### src/rtl/cdp_lut_idx_calc_pkg.sv
// Shared CDP LUT index constants and the per-sample index/fraction record.
// The record travels from the index math into the S1 pipeline stage.
package cdp_lut_idx_calc_pkg;

    localparam int LUT_DEPTH = 65;
    localparam int IDX_W     = 7;
    localparam int FRAC_W    = 16;
    localparam int X_W       = 38;
    localparam int D_W       = 39;
    localparam int ENTRY_W   = 16;
    localparam int N_W       = 5;
    localparam int OSHIFT_W  = 6;
    localparam int Y0_W      = D_W;
    localparam int Y1_W      = X_W;
    localparam int OFLOW_IDX = LUT_DEPTH - 1;
    localparam int Q_W       = $clog2(OFLOW_IDX);

    typedef struct packed {
        logic [IDX_W-1:0]  idx;
        logic [FRAC_W-1:0] frac;
        logic              uflow;
        logic              oflow;
    } idx_res_t;

    // On either range flag both reads target the clamped entry.
    function automatic logic [IDX_W-1:0] addr1_of(input idx_res_t r);
        return (r.uflow || r.oflow) ? r.idx : r.idx + IDX_W'(1);
    endfunction

endpackage

### src/rtl/cdp_lut_idx_math.sv
// Combinational LUT index math: D = X - S, Q = D >> N, with the range clamp and
// the 16 bits just below the index position taken as the fraction.
module cdp_lut_idx_math
    import cdp_lut_idx_calc_pkg::*;
(
    input  logic [X_W-1:0] x,
    input  logic [X_W-1:0] s,
    input  logic [N_W-1:0] n,
    output idx_res_t       res
);

    logic [D_W-1:0] d;
    logic [D_W-1:0] q;

    always_comb begin
        d   = {1'b0, x} - {1'b0, s};
        q   = d >> n;
        res = '0;
        if (d[D_W-1]) begin
            res.uflow = 1'b1;
        end else if (q[D_W-1:Q_W] != '0) begin
            res.oflow = 1'b1;
            res.idx   = IDX_W'(OFLOW_IDX);
        end else begin
            res.idx  = {1'b0, q[Q_W-1:0]};
            // Appending zeros below bit 0 makes N=0 yield a zero fraction.
            res.frac = FRAC_W'({d, {FRAC_W{1'b0}}} >> n);
        end
    end

endmodule

### src/rtl/cdp_lut_idx_calc.sv
// CDP LUT index calculator: S1 holds the computed index and issues the LUT read,
// S2 receives the read data and holds it until the interpolation unit takes it.
module cdp_lut_idx_calc
    import cdp_lut_idx_calc_pkg::*;
(
    input  logic                nvdla_core_clk,
    input  logic                nvdla_core_rstn,
    input  logic [X_W-1:0]      in_pd,
    input  logic                in_vld,
    output logic                in_rdy,
    input  logic [X_W-1:0]      cfg_lut_start,
    input  logic [N_W-1:0]      cfg_lut_idx_shift,
    input  logic [OSHIFT_W-1:0] cfg_lut_oflow_shift,
    output logic                lut_rd_en,
    output logic [IDX_W-1:0]    lut_rd_addr0,
    output logic [IDX_W-1:0]    lut_rd_addr1,
    input  logic [ENTRY_W-1:0]  lut_rd_data0,
    input  logic [ENTRY_W-1:0]  lut_rd_data1,
    output logic [Y0_W-1:0]     out_y0,
    output logic [Y1_W-1:0]     out_y1,
    output logic [FRAC_W:0]     out_frac,
    output logic [OSHIFT_W-1:0] out_shift,
    output logic                out_uflow,
    output logic                out_oflow,
    output logic                out_vld,
    input  logic                out_rdy
);

    // Handshake: a transfer happens on a rising edge where valid and ready are both
    // high; valid never depends on ready, and a presented sample stays unchanged until taken.

    idx_res_t              math_res;
    logic                  accept;
    logic                  s1_adv;
    logic [ENTRY_W-1:0]    y0_sel;
    logic [ENTRY_W-1:0]    y1_sel;

    logic                  s1_vld_q, s1_vld_d;
    idx_res_t              s1_res_q, s1_res_d;
    logic [OSHIFT_W-1:0]   s1_shift_q, s1_shift_d;
    logic                  s2_vld_q, s2_vld_d;
    logic                  s2_first_q, s2_first_d;
    logic [FRAC_W-1:0]     s2_frac_q, s2_frac_d;
    logic                  s2_uflow_q, s2_uflow_d;
    logic                  s2_oflow_q, s2_oflow_d;
    logic [OSHIFT_W-1:0]   s2_shift_q, s2_shift_d;
    logic [ENTRY_W-1:0]    y0_hold_q, y0_hold_d;
    logic [ENTRY_W-1:0]    y1_hold_q, y1_hold_d;

    cdp_lut_idx_math u_math (
        .x   (in_pd),
        .s   (cfg_lut_start),
        .n   (cfg_lut_idx_shift),
        .res (math_res)
    );

    always_comb begin
        s1_adv       = ~s2_vld_q | out_rdy;
        in_rdy       = ~s1_vld_q | s1_adv;
        accept       = in_vld & in_rdy;
        lut_rd_en    = s1_vld_q & s1_adv;
        lut_rd_addr0 = s1_res_q.idx;
        lut_rd_addr1 = addr1_of(s1_res_q);

        s1_vld_d   = s1_vld_q;
        s1_res_d   = s1_res_q;
        s1_shift_d = s1_shift_q;
        if (s1_adv) begin
            s1_vld_d = 1'b0;
        end
        if (accept) begin
            s1_vld_d   = 1'b1;
            s1_res_d   = math_res;
            s1_shift_d = cfg_lut_oflow_shift;
        end

        s2_vld_d   = s2_vld_q;
        s2_first_d = 1'b0;
        s2_frac_d  = s2_frac_q;
        s2_uflow_d = s2_uflow_q;
        s2_oflow_d = s2_oflow_q;
        s2_shift_d = s2_shift_q;
        if (s1_adv) begin
            s2_vld_d = s1_vld_q;
        end
        if (lut_rd_en) begin
            s2_first_d = 1'b1;
            s2_frac_d  = s1_res_q.frac;
            s2_uflow_d = s1_res_q.uflow;
            s2_oflow_d = s1_res_q.oflow;
            s2_shift_d = s1_shift_q;
        end

        // RAM data is only valid in S2's first cycle, so capture it then.
        y0_hold_d = y0_hold_q;
        y1_hold_d = y1_hold_q;
        if (s2_first_q) begin
            y0_hold_d = lut_rd_data0;
            y1_hold_d = lut_rd_data1;
        end

        y0_sel    = s2_first_q ? lut_rd_data0 : y0_hold_q;
        y1_sel    = s2_first_q ? lut_rd_data1 : y1_hold_q;
        out_vld   = s2_vld_q;
        out_y0    = {{(Y0_W-ENTRY_W){y0_sel[ENTRY_W-1]}}, y0_sel};
        out_y1    = {{(Y1_W-ENTRY_W){y1_sel[ENTRY_W-1]}}, y1_sel};
        out_frac  = {1'b0, s2_frac_q};
        out_shift = s2_shift_q;
        out_uflow = s2_uflow_q;
        out_oflow = s2_oflow_q;
    end

    always_ff @(posedge nvdla_core_clk) begin
        if (!nvdla_core_rstn) begin
            s1_vld_q   <= 1'b0;
            s1_res_q   <= '0;
            s1_shift_q <= '0;
            s2_vld_q   <= 1'b0;
            s2_first_q <= 1'b0;
            s2_frac_q  <= '0;
            s2_uflow_q <= 1'b0;
            s2_oflow_q <= 1'b0;
            s2_shift_q <= '0;
            y0_hold_q  <= '0;
            y1_hold_q  <= '0;
        end else begin
            s1_vld_q   <= s1_vld_d;
            s1_res_q   <= s1_res_d;
            s1_shift_q <= s1_shift_d;
            s2_vld_q   <= s2_vld_d;
            s2_first_q <= s2_first_d;
            s2_frac_q  <= s2_frac_d;
            s2_uflow_q <= s2_uflow_d;
            s2_oflow_q <= s2_oflow_d;
            s2_shift_q <= s2_shift_d;
            y0_hold_q  <= y0_hold_d;
            y1_hold_q  <= y1_hold_d;
        end
    end

endmodule

### config.mk
export PLATFORM = sky130hd
export DESIGN_NAME = cdp_lut_idx_calc
export DESIGN_NICKNAME = d
export VERILOG_FILES = /design/src/rtl/cdp_lut_idx_calc_pkg.sv /design/src/rtl/cdp_lut_idx_math.sv /design/src/rtl/cdp_lut_idx_calc.sv
export SDC_FILE = /design/constraint.sdc
export NUM_CORES = 1
export LEC_CHECK = 0
export ABC_AREA = 1
export ABC_CLOCK_PERIOD_IN_PS = 3200
export CAP_MARGIN = 10
export CORE_MARGIN = 4
export CORE_UTILIZATION = 30
export CTS_CLUSTER_DIAMETER = 200
export DETAILED_ROUTE_END_ITERATION = 7
export GPL_ROUTABILITY_DRIVEN = 0
export PLACE_DENSITY = 0.51
export SETUP_SLACK_MARGIN = 0.5
export SLEW_MARGIN = 20
export SYNTH_ARGS = -nofsm -noshare
export SYNTH_HDL_FRONTEND = slang
export SYNTH_SLANG_ARGS = --single-unit
### constraint.sdc
create_clock -name nvdla_core_clk -period 3.2 [get_ports nvdla_core_clk]
set_input_delay 0.32 -clock nvdla_core_clk [delete_from_list [all_inputs] [get_ports nvdla_core_clk]]
set_output_delay 0.32 -clock nvdla_core_clk [all_outputs]
set_load 0.02 [all_outputs]
==> flow_summary.json <==
{
  "outcome": "finished, final reports clean",
  "switching_share_pct": 40.8,
  "vias": 11700,
  "syn_to_final_growth_pct": 71.6,
  "dieWidth_um": 185,
  "numClockSinks": 89,
  "wire_per_inst_um": 14.5,
  "synthFlopType": "dfxtp_1",
  "pre_cts_ws_ps": -776,
  "synth_fa_ha_area_share_pct": 5.42,
  "synth.distinct_cells": 40,
  "crit_top_cell": "nor2_4",
  "antenna_cells": 0,
  "p_leak_nw": 7.79,
  "setup_violations": 0,
  "multi_input_area_mm2": 0.00864,
  "async_flop_share_pct": 0,
  "antenna_found_initial": 0,
  "drt_iter0_markers": 522,
  "critPathKind": "in -> reg",
  "synth_seq_cells": 89,
  "crit_family": "simple AND/OR/NAND/NOR gates",
  "root_buffer": "clkbuf_16",
  "fin_crit_sh_pct": 98.1,
  "synthTopCellsByCount": "nand2_1, nand3_1, inv_1",
  "synth_top_area_cell": "nand2_1",
  "synth_nets": 1876,
  "crit_slowest_cell": "clkdlybuf4s50_1",
  "drive_gt1_share_pct": 37.5,
  "post-route-drc-count": 0,
  "max-cap-violations": 0,
  "clock.fmax_mhz": 319,
  "syn_avg_cell_area_um2": 5.47,
  "period_minus_slack_ps": 3140,
  "synth_compound_area_share_pct": 10.5,
  "fp.coreArea_mm2": 0.0307,
  "portBuffers": 240,
  "yosysTopAreaCellShare_pct": 24.2,
  "clk_latency_ps": 340,
  "critPathLaunchType": "input port",
  "power_density_mw_per_mm2": 303,
  "worst_clock_skew_ps": 8.36,
  "grt_first_pass_wirelength_mm": 53.5,
  "seq_power_share_pct": 24.1,
  "slew_viol_final": 0,
  "synth-edff-count": 0,
  "num-fill-cells": 3099,
  "end_kind": "flip-flop",
  "syn_area_mm2": 0.00938,
  "grt_overflow": 0,
  "grt_max_degree": 49,
  "dieArea_mm2": 0.0342,
  "numCtsBuffers": 9,
  "pwr-share-comb_pct": 55.5,
  "worstPathRequired_ps": 3440,
  "cp_max_fo": 6,
  "wl_mm": 35.3,
  "place_hpwl_mm": 26.9,
  "route.antenna.remaining_nets": 0,
  "hold_path_class": "reg -> reg",
  "vias_per_cell": 4.81,
  "rsz0062_at_grt": "yes",
  "layout_setup_ws_ps": 60.7,
  "ys_warn_count": 0,
  "rows": 64,
  "cts-htree-levels": 3,
  "syn-instance-count": 1713,
  "slew_headroom_pct": 43.3,
  "grt_pass1_vias": 10800,
  "clk_path_buf_depth": 2,
  "yosysMostFrequentCell": "nand2_1",
  "tightest_slew_ps": 849,
  "synth_top_family_by_area": "simple AND/OR/NAND/NOR gates",
  "seq_area_mm2": 0.00178,
  "cts_tree": "built",
  "io_pins": 242,
  "ys_seq_area_share_pct": 19.0,
  "arrival_ps": 3380,
  "holdWs_ps": 463,
  "power.internal_mw": 2.88,
  "synth-xor-area-share_pct": 1.31,
  "synthMuxAreaShare_pct": 0.120,
  "cp_slowest_stage_delay_ps": 450,
  "start_util_pct": 30.5,
  "track_usage_pct": 18.8,
  "clkPwrFrac_pct": 20.4,
  "drt-pass1-iter-count": 5,
  "fin_nets": 2201,
  "worstPathCellList": "clkdlybuf4s50_1 -> inv_1 -> ha_4 -> nand2_2 -> nor2_4 -> nand2_1 -> a21oi_2 -> nor2_4 -> nand3_4 -> nand3_2 -> nand3_2 -> nand2_2 -> nand2_1 -> nand2_1 -> nor2_1 -> nand2_1 -> nor2_4 -> nor2_4 -> nor2_4 -> clkbuf_16 -> nand3b_1 -> a21oi_1",
  "clkTransAtPathRegs_ps": 60,
  "ir_worst_vdd_uv": 208,
  "synth-simple-area-share_pct": 48.4,
  "switching_power_mw": 1.99,
  "die_h_um": 185,
  "hold_viol": 0,
  "path_buf_inv": 3,
  "synth_area_leaders": "nand2_1, dfxtp_1, nand3_1, inv_1, nor2_1"
}
[registers in the layout (all words and copies together), names as in the netlist]
| name | cells |
|---|---|
| s1_res_q | 17 |
| out_uflow | 1 |
| out_shift | 6 |
| s2_frac_q | 16 |
| y0_hold_q | 16 |
| out_oflow | 1 |
| lut_rd_addr0 | 7 |
| out_vld | 1 |
| y1_hold_q | 16 |
| s1_shift_q | 6 |
| s1_vld_q | 1 |
| s2_first_q | 1 |
[metrics by stage]
step	cells	util, %	area, µm²	TNS, ps	total power [mW]
3_3_place_gp	2369	41.4	12700	-16380	3.21
4_1_cts	2407	44.8	13800	-129	4.38
2_1_floorplan	1713	-	9440	0	2.40
3_5_place_dp	2369	41.4	12700	-17460	3.22
5_1_grt	2439	52.3	16100	-1720	5.20
6_report	2439	52.3	16100	0	4.87
[area by class of cell]
type,instances,share of cell area [%]
Clock inverter,6,0.303
Inverter,205,4.91
Timing Repair Buffer,430,25.5
Sequential cell,89,11.1
Tap cell,396,3.08
Multi-Input combinational cell,1303,53.7
Clock buffer,10,1.42
[per-layer routing]
layer | GRT usage, % | share of wire (%)
met4 | 4.84 | 2.3
met5 | 0 | 0
met3 | 2.02 | 3.9
met1 | 25.1 | 46
met2 | 32.4 | 48
[power groups by stage]
stage	Combinational, mW	Clock, mW	Sequential (mW)
4_1_cts	2.19	1.02	1.17
3_5_place_dp	2.02	0	1.20
6_report	2.70	0.993	1.17
2_1_floorplan	1.18	0	1.22
5_1_grt	2.95	1.08	1.18
3_3_place_gp	2.02	0	1.20
[final timing paths]
| kind | start | to | slack (ps) | cells past startpoint |
|---|---|---|---|---|
| max | cfg_lut_start[28] | lut_rd_addr0[2] | 60 | 22 |
| min | s1_res_q[3] | s1_res_q[3] | 460 | 2 |
| max reg2reg | out_vld | s1_res_q[8] | 1270 | 10 |
| min reg2reg | s1_res_q[3] | s1_res_q[3] | 460 | 2 |
[what timing repair did]
item | CTS | global route
cloned | 2 | 3
gates resized for setup | 119 | 573
pin swaps | 27 | 245
endpoints found under the setup margin | 71 | 47
hold buffers | 0 | 0
buffers inserted | 20 | 29
[cell usage in the layout, fill, tap and decap left out, drive strengths merged, types with 2 or more instances in the layout]
master	count
clkinvlp	3
dlygate4sd2	2
nand4	11
o21ai	75
clkdlybuf4s50	189
a21oi	84
xor2	9
nand3b	17
clkinv	6
clkbuf	14
nand2	615
ha	39
dfxtp	89
a31oi	7
a21o	2
or2	7
nor2	160
xnor2	5
nand3	252
buf	188
o211ai	8
o21bai	2
dlymetal6s2s	46
nor3	2
inv	202
[worst reg2reg max path, delay by kind of cell (launching register included)]
family	cells	cell delay, ps
AO/OA/AOI/OAI	2	230
buffers and inverters	3	610
flip-flops	1	350
AND/OR/NAND/NOR	5	620
[logic make-up after synthesis]
logic type	count (synthesis)
flops	89
buf+inv	322
simple gates	1063
fa+ha+maj	40
mux	1
other cells	1
xor+xnor	14
compound gates	183
(Power assumes the default switching activity.)
